**config.mk**
```make
export PLATFORM = sky130hd
export DESIGN_NAME = comm_transmitter
export DESIGN_NICKNAME = d
export VERILOG_FILES = /design/src/rtl/comm_transmitter.sv
export SDC_FILE = /design/constraint.sdc
export NUM_CORES = 1
export LEC_CHECK = 0
export CAP_MARGIN = 20
export CELL_PAD_IN_SITES_DETAIL_PLACEMENT = 1
export CELL_PAD_IN_SITES_GLOBAL_PLACEMENT = 2
export CORE_ASPECT_RATIO = 0.75
export CORE_MARGIN = 1.5
export CORE_UTILIZATION = 38
export DETAILED_ROUTE_END_ITERATION = 8
export DONT_BUFFER_PORTS = 1
export PLACE_DENSITY_LB_ADDON = 0.15
export SLEW_MARGIN = 20
export SYNTH_ARGS = -nofsm -noshare
export SYNTH_HDL_FRONTEND = slang
export SYNTH_SLANG_ARGS = --single-unit
```
**constraint.sdc**
```tcl
create_clock -name inclk -period 4 [get_ports inclk]
set_input_delay 0.6 -clock inclk [delete_from_list [all_inputs] [get_ports inclk]]
set_output_delay 0.6 -clock inclk [all_outputs]
set_load 0.03 [all_outputs]
```
**src/rtl/comm_transmitter.sv**
```systemverilog
// Framed, CRC-32-protected byte serializer driving the 14-bit comm DAC.
// Each byte becomes a 10-bit symbol; each bit is a BIT_TICKS slope pulse.
module comm_transmitter #(
  parameter int BIT_TICKS   = 20,
  parameter int PULSE_TICKS = 8,
  parameter int HIGH_LEVEL  = 14000,
  parameter int LOW_LEVEL   = 2000,
  parameter int GAP_TICKS   = 60,
  parameter int MAX_BYTES   = 1024
) (
  input  logic        inclk,
  input  logic        reset,
  input  logic        tx_start,
  input  logic [7:0]  data_in,
  input  logic        data_valid,
  input  logic        data_last,
  output logic        data_ready,
  output logic [13:0] com_dac,
  output logic        busy,
  output logic        done,
  output logic        underrun,
  output logic [2:0]  dbg_state
);

  localparam int TICK_W = $clog2(BIT_TICKS + 1);
  localparam int GAP_W  = $clog2(GAP_TICKS + 1);
  localparam int CNT_W  = $clog2(MAX_BYTES + 1);
  localparam logic [TICK_W-1:0] TICK_LAST = TICK_W'(BIT_TICKS - 1);
  localparam logic [GAP_W-1:0]  GAP_LAST  = GAP_W'(GAP_TICKS - 1);
  localparam logic [CNT_W-1:0]  CNT_MAX   = CNT_W'(MAX_BYTES);
  localparam logic [13:0] HIGH_C = 14'(HIGH_LEVEL);
  localparam logic [13:0] LOW_C  = 14'(LOW_LEVEL);
  localparam logic [9:0] START_SYM = 10'b0111000111;
  localparam logic [9:0] STOP_SYM  = 10'b0100110011;

  typedef enum logic [2:0] {
    S_IDLE  = 3'd0,
    S_START = 3'd1,
    S_DATA  = 3'd2,
    S_CRC   = 3'd3,
    S_STOP  = 3'd4,
    S_GAP   = 3'd5
  } state_t;

  // Symbol bit i is sent at bit slot i: slot 0 = 1, slots 1..8 = byte MSB first, slot 9 = 0.
  function automatic logic [9:0] frame_byte(input logic [7:0] b);
    return {1'b0, b[0], b[1], b[2], b[3], b[4], b[5], b[6], b[7], 1'b1};
  endfunction

  function automatic logic [31:0] crc_step(input logic [31:0] c, input logic b);
    return {c[30:0], 1'b0} ^ ((c[31] ^ b) ? 32'h04C11DB7 : 32'h0);
  endfunction

  state_t             state_q, state_d;
  logic [TICK_W-1:0]  tick_q, tick_d;
  logic [3:0]         bit_q, bit_d;
  logic [GAP_W-1:0]   gap_q, gap_d;
  logic [CNT_W-1:0]   byte_cnt_q, byte_cnt_d;
  logic [1:0]         crc_sym_q, crc_sym_d;
  logic [7:0]         data_q, data_d;
  logic               last_q, last_d;
  logic [31:0]        crc_q, crc_d;
  logic [13:0]        com_dac_q, com_dac_d;
  logic [9:0]         cur_frame;
  logic [9:0]         tx_sym;
  logic               sym_end;

  // Byte handshake: data_ready is a single-cycle request on the last tick of a
  // START/DATA symbol; data_valid is sampled in that same cycle, and if low the
  // frame is closed with an underrun and a bare stop symbol.
  always_comb begin
    state_d    = state_q;
    tick_d     = tick_q;
    bit_d      = bit_q;
    gap_d      = gap_q;
    byte_cnt_d = byte_cnt_q;
    crc_sym_d  = crc_sym_q;
    data_d     = data_q;
    last_d     = last_q;
    crc_d      = crc_q;
    data_ready = 1'b0;
    underrun   = 1'b0;
    done       = 1'b0;
    cur_frame  = frame_byte(data_q);
    sym_end    = (tick_q == TICK_LAST) && (bit_q == 4'd9);

    case (state_q)
      S_IDLE: begin
        if (tx_start) begin
          state_d    = S_START;
          tick_d     = '0;
          bit_d      = 4'd0;
          crc_d      = 32'h0;
          byte_cnt_d = '0;
          last_d     = 1'b0;
        end
      end
      S_GAP: begin
        if (gap_q == GAP_LAST) begin
          done    = 1'b1;
          state_d = S_IDLE;
          gap_d   = '0;
        end else begin
          gap_d = gap_q + GAP_W'(1);
        end
      end
      default: begin
        if (tick_q == TICK_LAST) begin
          tick_d = '0;
          bit_d  = (bit_q == 4'd9) ? 4'd0 : bit_q + 4'd1;
        end else begin
          tick_d = tick_q + TICK_W'(1);
        end
        if (state_q == S_DATA && tick_q == '0 && bit_q >= 4'd1 && bit_q <= 4'd8)
          crc_d = crc_step(crc_q, cur_frame[bit_q]);
        if (sym_end) begin
          case (state_q)
            S_START, S_DATA: begin
              if (state_q == S_DATA && last_q) begin
                state_d   = S_CRC;
                crc_sym_d = 2'd0;
              end else begin
                data_ready = 1'b1;
                if (data_valid) begin
                  data_d     = data_in;
                  byte_cnt_d = byte_cnt_q + CNT_W'(1);
                  last_d     = data_last || (byte_cnt_q + CNT_W'(1) == CNT_MAX);
                  state_d    = S_DATA;
                end else begin
                  underrun = 1'b1;
                  state_d  = S_STOP;
                end
              end
            end
            S_CRC: begin
              // The next CRC byte is always crc[31:24]; four shifts also clear it.
              crc_d = {crc_q[23:0], 8'h00};
              if (crc_sym_q == 2'd3) state_d = S_STOP;
              else crc_sym_d = crc_sym_q + 2'd1;
            end
            S_STOP: begin
              state_d = S_GAP;
              gap_d   = '0;
            end
            default: ;
          endcase
        end
      end
    endcase

    // The DAC register is loaded with the level for the upcoming tick.
    case (state_d)
      S_START: tx_sym = START_SYM;
      S_DATA:  tx_sym = frame_byte(data_d);
      S_CRC:   tx_sym = frame_byte(crc_d[31:24]);
      S_STOP:  tx_sym = STOP_SYM;
      default: tx_sym = 10'b0;
    endcase
    com_dac_d = (tx_sym[bit_d] && tick_d < TICK_W'(PULSE_TICKS)) ? HIGH_C : LOW_C;
  end

  always_ff @(posedge inclk) begin
    if (reset) begin
      state_q    <= S_IDLE;
      tick_q     <= '0;
      bit_q      <= 4'd0;
      gap_q      <= '0;
      byte_cnt_q <= '0;
      crc_sym_q  <= 2'd0;
      data_q     <= 8'h00;
      last_q     <= 1'b0;
      crc_q      <= 32'h0;
      com_dac_q  <= LOW_C;
    end else begin
      state_q    <= state_d;
      tick_q     <= tick_d;
      bit_q      <= bit_d;
      gap_q      <= gap_d;
      byte_cnt_q <= byte_cnt_d;
      crc_sym_q  <= crc_sym_d;
      data_q     <= data_d;
      last_q     <= last_d;
      crc_q      <= crc_d;
      com_dac_q  <= com_dac_d;
    end
  end

  assign com_dac   = com_dac_q;
  assign busy      = (state_q != S_IDLE);
  assign dbg_state = state_q;

endmodule

```
---- Word level (Yosys, flattened, before mapping) ----
Cells that the tools add are included.
storage, ports and cells
  input bits .............................. 13
  output and inout bits ................... 21
  logic and storage cells ................. 128
  register bits after elaboration ......... 86
operators by class
  bitwise operators ....................... 5
  magnitude comparators ................... 5
  reductions and logical operators ........ 22
  muxes and demuxes ....................... 62
  add/subtract/negate cells ............... 5
  equality and inequality tests ........... 18
operator list
  cell                                                  number
  2-to-1 mux 32 bit                                     4
  one-hot mux 32 bit (2 select lines)                   1
  2-to-1 mux 11 bit                                     5
  2-to-1 mux 8 bit                                      5
  one-hot mux 9 bit (4 select lines)                    1
  bitwise XOR 32 x 27 -> 32 bit                         1
  2-to-1 mux 27 bit                                     1
  one-hot mux 11 bit (2 select lines)                   1
  2-to-1 mux 1 bit                                      18
  2-to-1 mux 3 bit                                      6
  2-to-1 mux 6 bit                                      3
  2-to-1 mux 14 bit                                     1
  equality test 3 x 2 -> 1 bit (second input constant)  4
  2-to-1 mux 4 bit                                      3
  one-hot mux 6 bit (2 select lines)                    1
  nonzero test 2 bit                                    6
  adder 11 x 1 -> 11 bit (second input constant)        1
  equality test 11 bit (second input constant)          1
  < comparator 4 x 5 -> 1 bit (second input constant)   2
  2-to-1 mux 5 bit                                      2
  one-hot mux 5 bit (2 select lines)                    1
  equality test 3 bit (second input constant)           3
  one-hot mux 3 bit (3 select lines)                    1
  binary-select mux 1 bit (select 4 bit)                2
  31 further kinds                                      43

---- Logic depth before layout (Yosys ltp) ----
  word-level depth ........................ 14
  mapped depth ............................ 11
  depth with buffers taken out ............ 10

---- Worst setup path before layout ----
OpenSTA, ideal clock, no wires.
  kind .................................... register to register
  start ................................... register state_q[0], in the netlist dbg_state[0]
  end ..................................... register com_dac_q[12], in the netlist com_dac[12]
  period minus slack after synthesis ...... 3.034 ns
  buffers on the path ..................... 1
  arrival time ............................ 2.895 ns
  data required time ...................... 3.862 ns
  cell stages (with the launch flop) ...... 9
  setup slack ............................. 0.966 ns
  library setup time ...................... 0.138 ns
  cell sequence ........................... dfxtp_1 -> buf_2 -> or3b_2 -> a2111oi_4 -> mux2_2 -> o2bb2ai_1 -> a221o_1 -> o2111ai_1 -> a311oi_1
on the way
  longest elaborated chain between the ends .. 13
  elaborated cells on any way between the ends .. 39
  those cells by class .................... order compare: 1; eq/ne: 9; mux: 21; reduce/logical: 8
ends and longest elaborated chain
  element                                                                                      RTL line  text
  start: declaration                                                                           54        state_t state_q, state_d;
  start signal: assignment                                                                     175       state_q <= state_d;
  parallel branches: the longest is 11 deep, another holds one-hot mux 9 bit (4 select lines)  -
  logical AND 1 bit *                                                                          159       com_dac_d = (tx_sym[bit_d] && tick_d < TICK_W'(PULSE_TICKS)) ? HIGH_C : LOW_C;
  2-to-1 mux 14 bit *                                                                          159
  end signal: assignment                                                                       184       com_dac_q <= com_dac_d;
  end: declaration                                                                             63        logic [13:0] com_dac_q, com_dac_d;
Mark *: on every way between the ends. The select of a mux whose other input is x is not followed.
A chain may end at the register's enable or synchronous reset.

---- Worst setup path in the final report ----
  start ................................... register bit_q[3]
  end ..................................... register com_dac_q[8], in the netlist com_dac[8]
on the way
  longest elaborated chain between the ends .. 14
  elaborated cells on any way between the ends .. 33
  those cells by class .................... add/sub: 1; order compare: 2; eq/ne: 5; mux: 19; bitwise: 2; reduce/logical: 4
ends and longest elaborated chain
  element                                   RTL line  text
  start: declaration                        56        logic [3:0] bit_q, bit_d;
  start signal: assignment                  177       bit_q <= bit_d;
  binary-select mux 1 bit (select 4 bit)    115       crc_d = crc_step(crc_q, cur_frame[bit_q]);
  2-to-1 mux 1 bit (not written as such)    115
  bitwise XOR 1 bit                         51        return {c[30:0], 1'b0} ^ ((c[31] ^ b) ? 32'h04C11DB7 : 32'h0);
  2-to-1 mux 27 bit                         51
  bitwise XOR 32 x 27 -> 32 bit             51
  2-to-1 mux 32 bit                         114       if (state_q == S_DATA && tick_q == '0 && bit_q >= 4'd1 && bit_q <= 4'd8)
  2-to-1 mux 32 bit                         117       case (state_q)
  2-to-1 mux 32 bit                         116       if (sym_end) begin
  one-hot mux 32 bit (2 select lines)       87        case (state_q)
  one-hot mux 9 bit (4 select lines)        152       case (state_d)
  binary-select mux 1 bit (select 4 bit) *  159
  2-to-1 mux 1 bit (not written as such) *  159
  logical AND 1 bit *                       159
  2-to-1 mux 14 bit *                       159
Mark *: on every way between the ends. The rest lies on a longest branch, timed or not. The select of a mux whose other input is x is not followed.

==> flow_metrics.py <==
metrics = {
    "route": {
        "final_antenna_net_count": 0,
        "dr.pass1.iters": 4,
        "totalWireLength_um": 13430,
        "drt_iter0_markers": 352,
        "vias_per_cell": 6.000,
        "wire_per_inst_um": 19.55,
        "vias": 4122,
        "route.detailed.drc": 0,
    },
    "global_route": {
        "overflow": 0,
        "antenna_found_initial": 0,
        "grt_use_total_pct": 22.91,
        "grt_first_pass_wirelength_um": 21900,
        "grt_pass1_vias": 4046,
        "grt_max_degree": 69,
    },
    "sta": {
        "worst_pin_slew_ps": 1012,
        "finalSetupViolations": 0,
        "tns_ps": 0,
        "slew-limit-headroom_pct": 31.98,
        "grt_setup_unrepaired": "no",
        "drv_slew": 0,
        "fmax_ghz": 0.2919,
        "clock_skew_ps": 7.428,
        "finalHoldViolations": 0,
        "period_needed_ps": 3426,
        "finalCritPeriodShare_pct": 85.65,
    },
    "hold_path": {
        "hold_depth": 1,
        "worstHoldPathType": "input port to flip-flop",
    },
    "critical_path": {
        "cp_max_fo": 12,
        "critPathSlowestCell": "o31ai_1",
        "worstPathArrival_ps": 3660,
        "worstSetupPathType": "flip-flop to flip-flop",
        "cp_slowest_stage_delay_ps": 880,
        "cp_cell_sequence": "nand4bb_4 -> or2_1 -> o31ai_1 -> nor2_1 -> a2111oi_0 -> a21oi_1 -> a311o_1",
        "r2r.worst_path.cells": 7,
        "end_kind": "flip-flop",
        "critPathRequiredTime_ps": 4230,
        "startpoint_type": "flip-flop",
    },
    "placement": {
        "dpl.hpwl_um": 9434,
        "io_buffer_count": 0,
        "postPlaceCellArea_um2": 4533,
        "gp_congestion": 0.9953,
    },
    "cts": {
        "root_buffer": "clkbuf_16",
        "cts_tree": "built",
        "clk_latency_ps": 350,
        "clockBufferDepth": 2,
        "htreeDepth": 3,
        "clock_sink_count": 74,
        "postCtsSetupRepairBufs": 0,
        "cts_made_buffers": 9,
        "hold_buffers": 0,
        "clk_pin_slew_ps": 60,
        "cts.repair.resized": 0,
    },
    "die": {
        "core-area_um2": 11150,
        "initial_utilization_pct": 39.80,
        "ios": 34,
        "die-area_um2": 12340,
        "num_rows": 33,
        "die_w_um": 127.8,
        "die_y_um": 96.58,
    },
    "synth": {
        "synth_edf_count": 0,
        "ys_ff_latch": 74,
        "yosys_warnings": 0,
        "ys.flop_type": "dfxtp_1",
        "synth.distinct_cells": 72,
        "synth.avg_cell_area_um2": 7.980,
        "synth_common_cells": "81 x nor2_1, 74 x dfxtp_1, 42 x a21oi_1",
        "synth_seq_area_share_pct": 33.39,
        "synthTopCellsByArea": "dfxtp_1 33%, nor2_1 6.9%, a22oi_1 5.1%",
        "synthCells": 556,
        "async_reset_ff_share_pct": 0,
        "yosysMostFrequentCell": "nor2_1",
        "synth_top_area_share_pct": 33.39,
        "netlist_area_um2": 4437,
        "synth.largest_area_cell": "dfxtp_1",
    },
    "layout": {
        "n_fill_cell": 1344,
        "antenna_cells": 0,
        "design_area_um2": 4862,
        "synthToLayoutAreaGrowth_pct": 9.588,
        "multi_input_comb_area_um2": 2696,
        "layout-drive-gt1-share_pct": 9.872,
        "seq_area_um2": 1481,
        "final_nets": 560,
    },
    "power": {
        "irDropWorstVdd_uv": 180.1,
        "power_leakage_nw": 1.659,
        "power_density_nw_per_um2": 362.0,
    },
    "outcome": {
        "status": "finished, final reports clean",
    },
    "flow_run": {
        "cap_violations": 0,
    },
}
routing by layer:
layer,global-route usage (%),routed length (um)
met1,31.79,6787
met2,35.13,5730
met5,0,0
met4,8.052,198
met3,5.121,714
power by group:
part	leakage, nW	switching, W	internal (W)
Clock	0.159	0.000333	0.000564
Combinational	0.904	0.0000772	0.0000306
Sequential	0.597	0.0000134	0.000741
Total	1.66	0.000424	0.00134
layout make-up:
type                       instances  area share, %
multi-input combinational        427          55.46
sequential                        74          30.47
clock buffer                      10          4.915
tap                              140          3.603
timing repair buffer              18          2.779
clock inverter                     6          1.853
inverter                          12         0.9264
sequential cells by signal, summed over array words and instances, names as in the netlist:
| name | count |
|---|---|
| bit_q | 4 |
| byte_cnt_q | 11 |
| com_dac | 2 |
| crc_q | 32 |
| crc_sym_q | 2 |
| data_q | 8 |
| dbg_state | 3 |
| gap_q | 6 |
| last_q | 1 |
| tick_q | 5 |
cell families after synthesis:
group                    count (synthesis)  synth area share (%)
AO/OA/AOI/OAI                          160                 24.20
XOR/XNOR                                22                 4.343
adder cells (fa/ha/maj)                  5                 1.410
buffers and inverters                   62                 6.683
flip-flops                              74                 33.39
multiplexers                            21                 5.076
other                                    2                0.1693
AND/OR/NAND/NOR                        210                 24.73
placed cells by master (no fill, tap or decap), types with 5 or more instances in the layout:
master and n:
a21oi_1 42, a22o_1 5, a22oi_1 30, and3_1 9, buf_4 18, clkbuf_16 9
conb_1 9, dfxtp_1 74, ha_1 5, inv_1 12, mux2i_1 18, nand2_1 37
nand2b_1 5, nand3_1 8, nand3b_1 9, nor2_1 81, nor2b_1 7, nor3_1 8
nor4_1 7, o211ai_1 11, o21ai_0 30, xnor2_1 12, xor2_1 10
final timing paths:
kind | start | endpoint | slack, ps
min | reset | last_q | 320
max reg2reg | bit_q[3] | com_dac[8] | 570
min reg2reg | crc_sym_q[1] | crc_sym_q[1] | 460
max | bit_q[3] | com_dac[8] | 570
through the flow:
step	hold WS (ps)	power (W)	worst slack (ps)	cells	utilization [%]
global placement	438.6	0.0008764	823.6	671	40.66
finish	323.5	0.001760	574.1	687	43.61
detailed placement	457.9	0.0008770	744.3	671	40.66
CTS	310.4	0.001783	684.2	687	43.61
global route	311.3	0.001826	361.2	687	43.61
floorplan	435.5	0.0008644	966.5	563	-
worst max-delay path: cells and delay by family (launching register included):
kind            cells  cell delay (ps)
flops               1              640
compound gates      4             1910
simple gates        3              750
(Power assumes the default switching activity.)
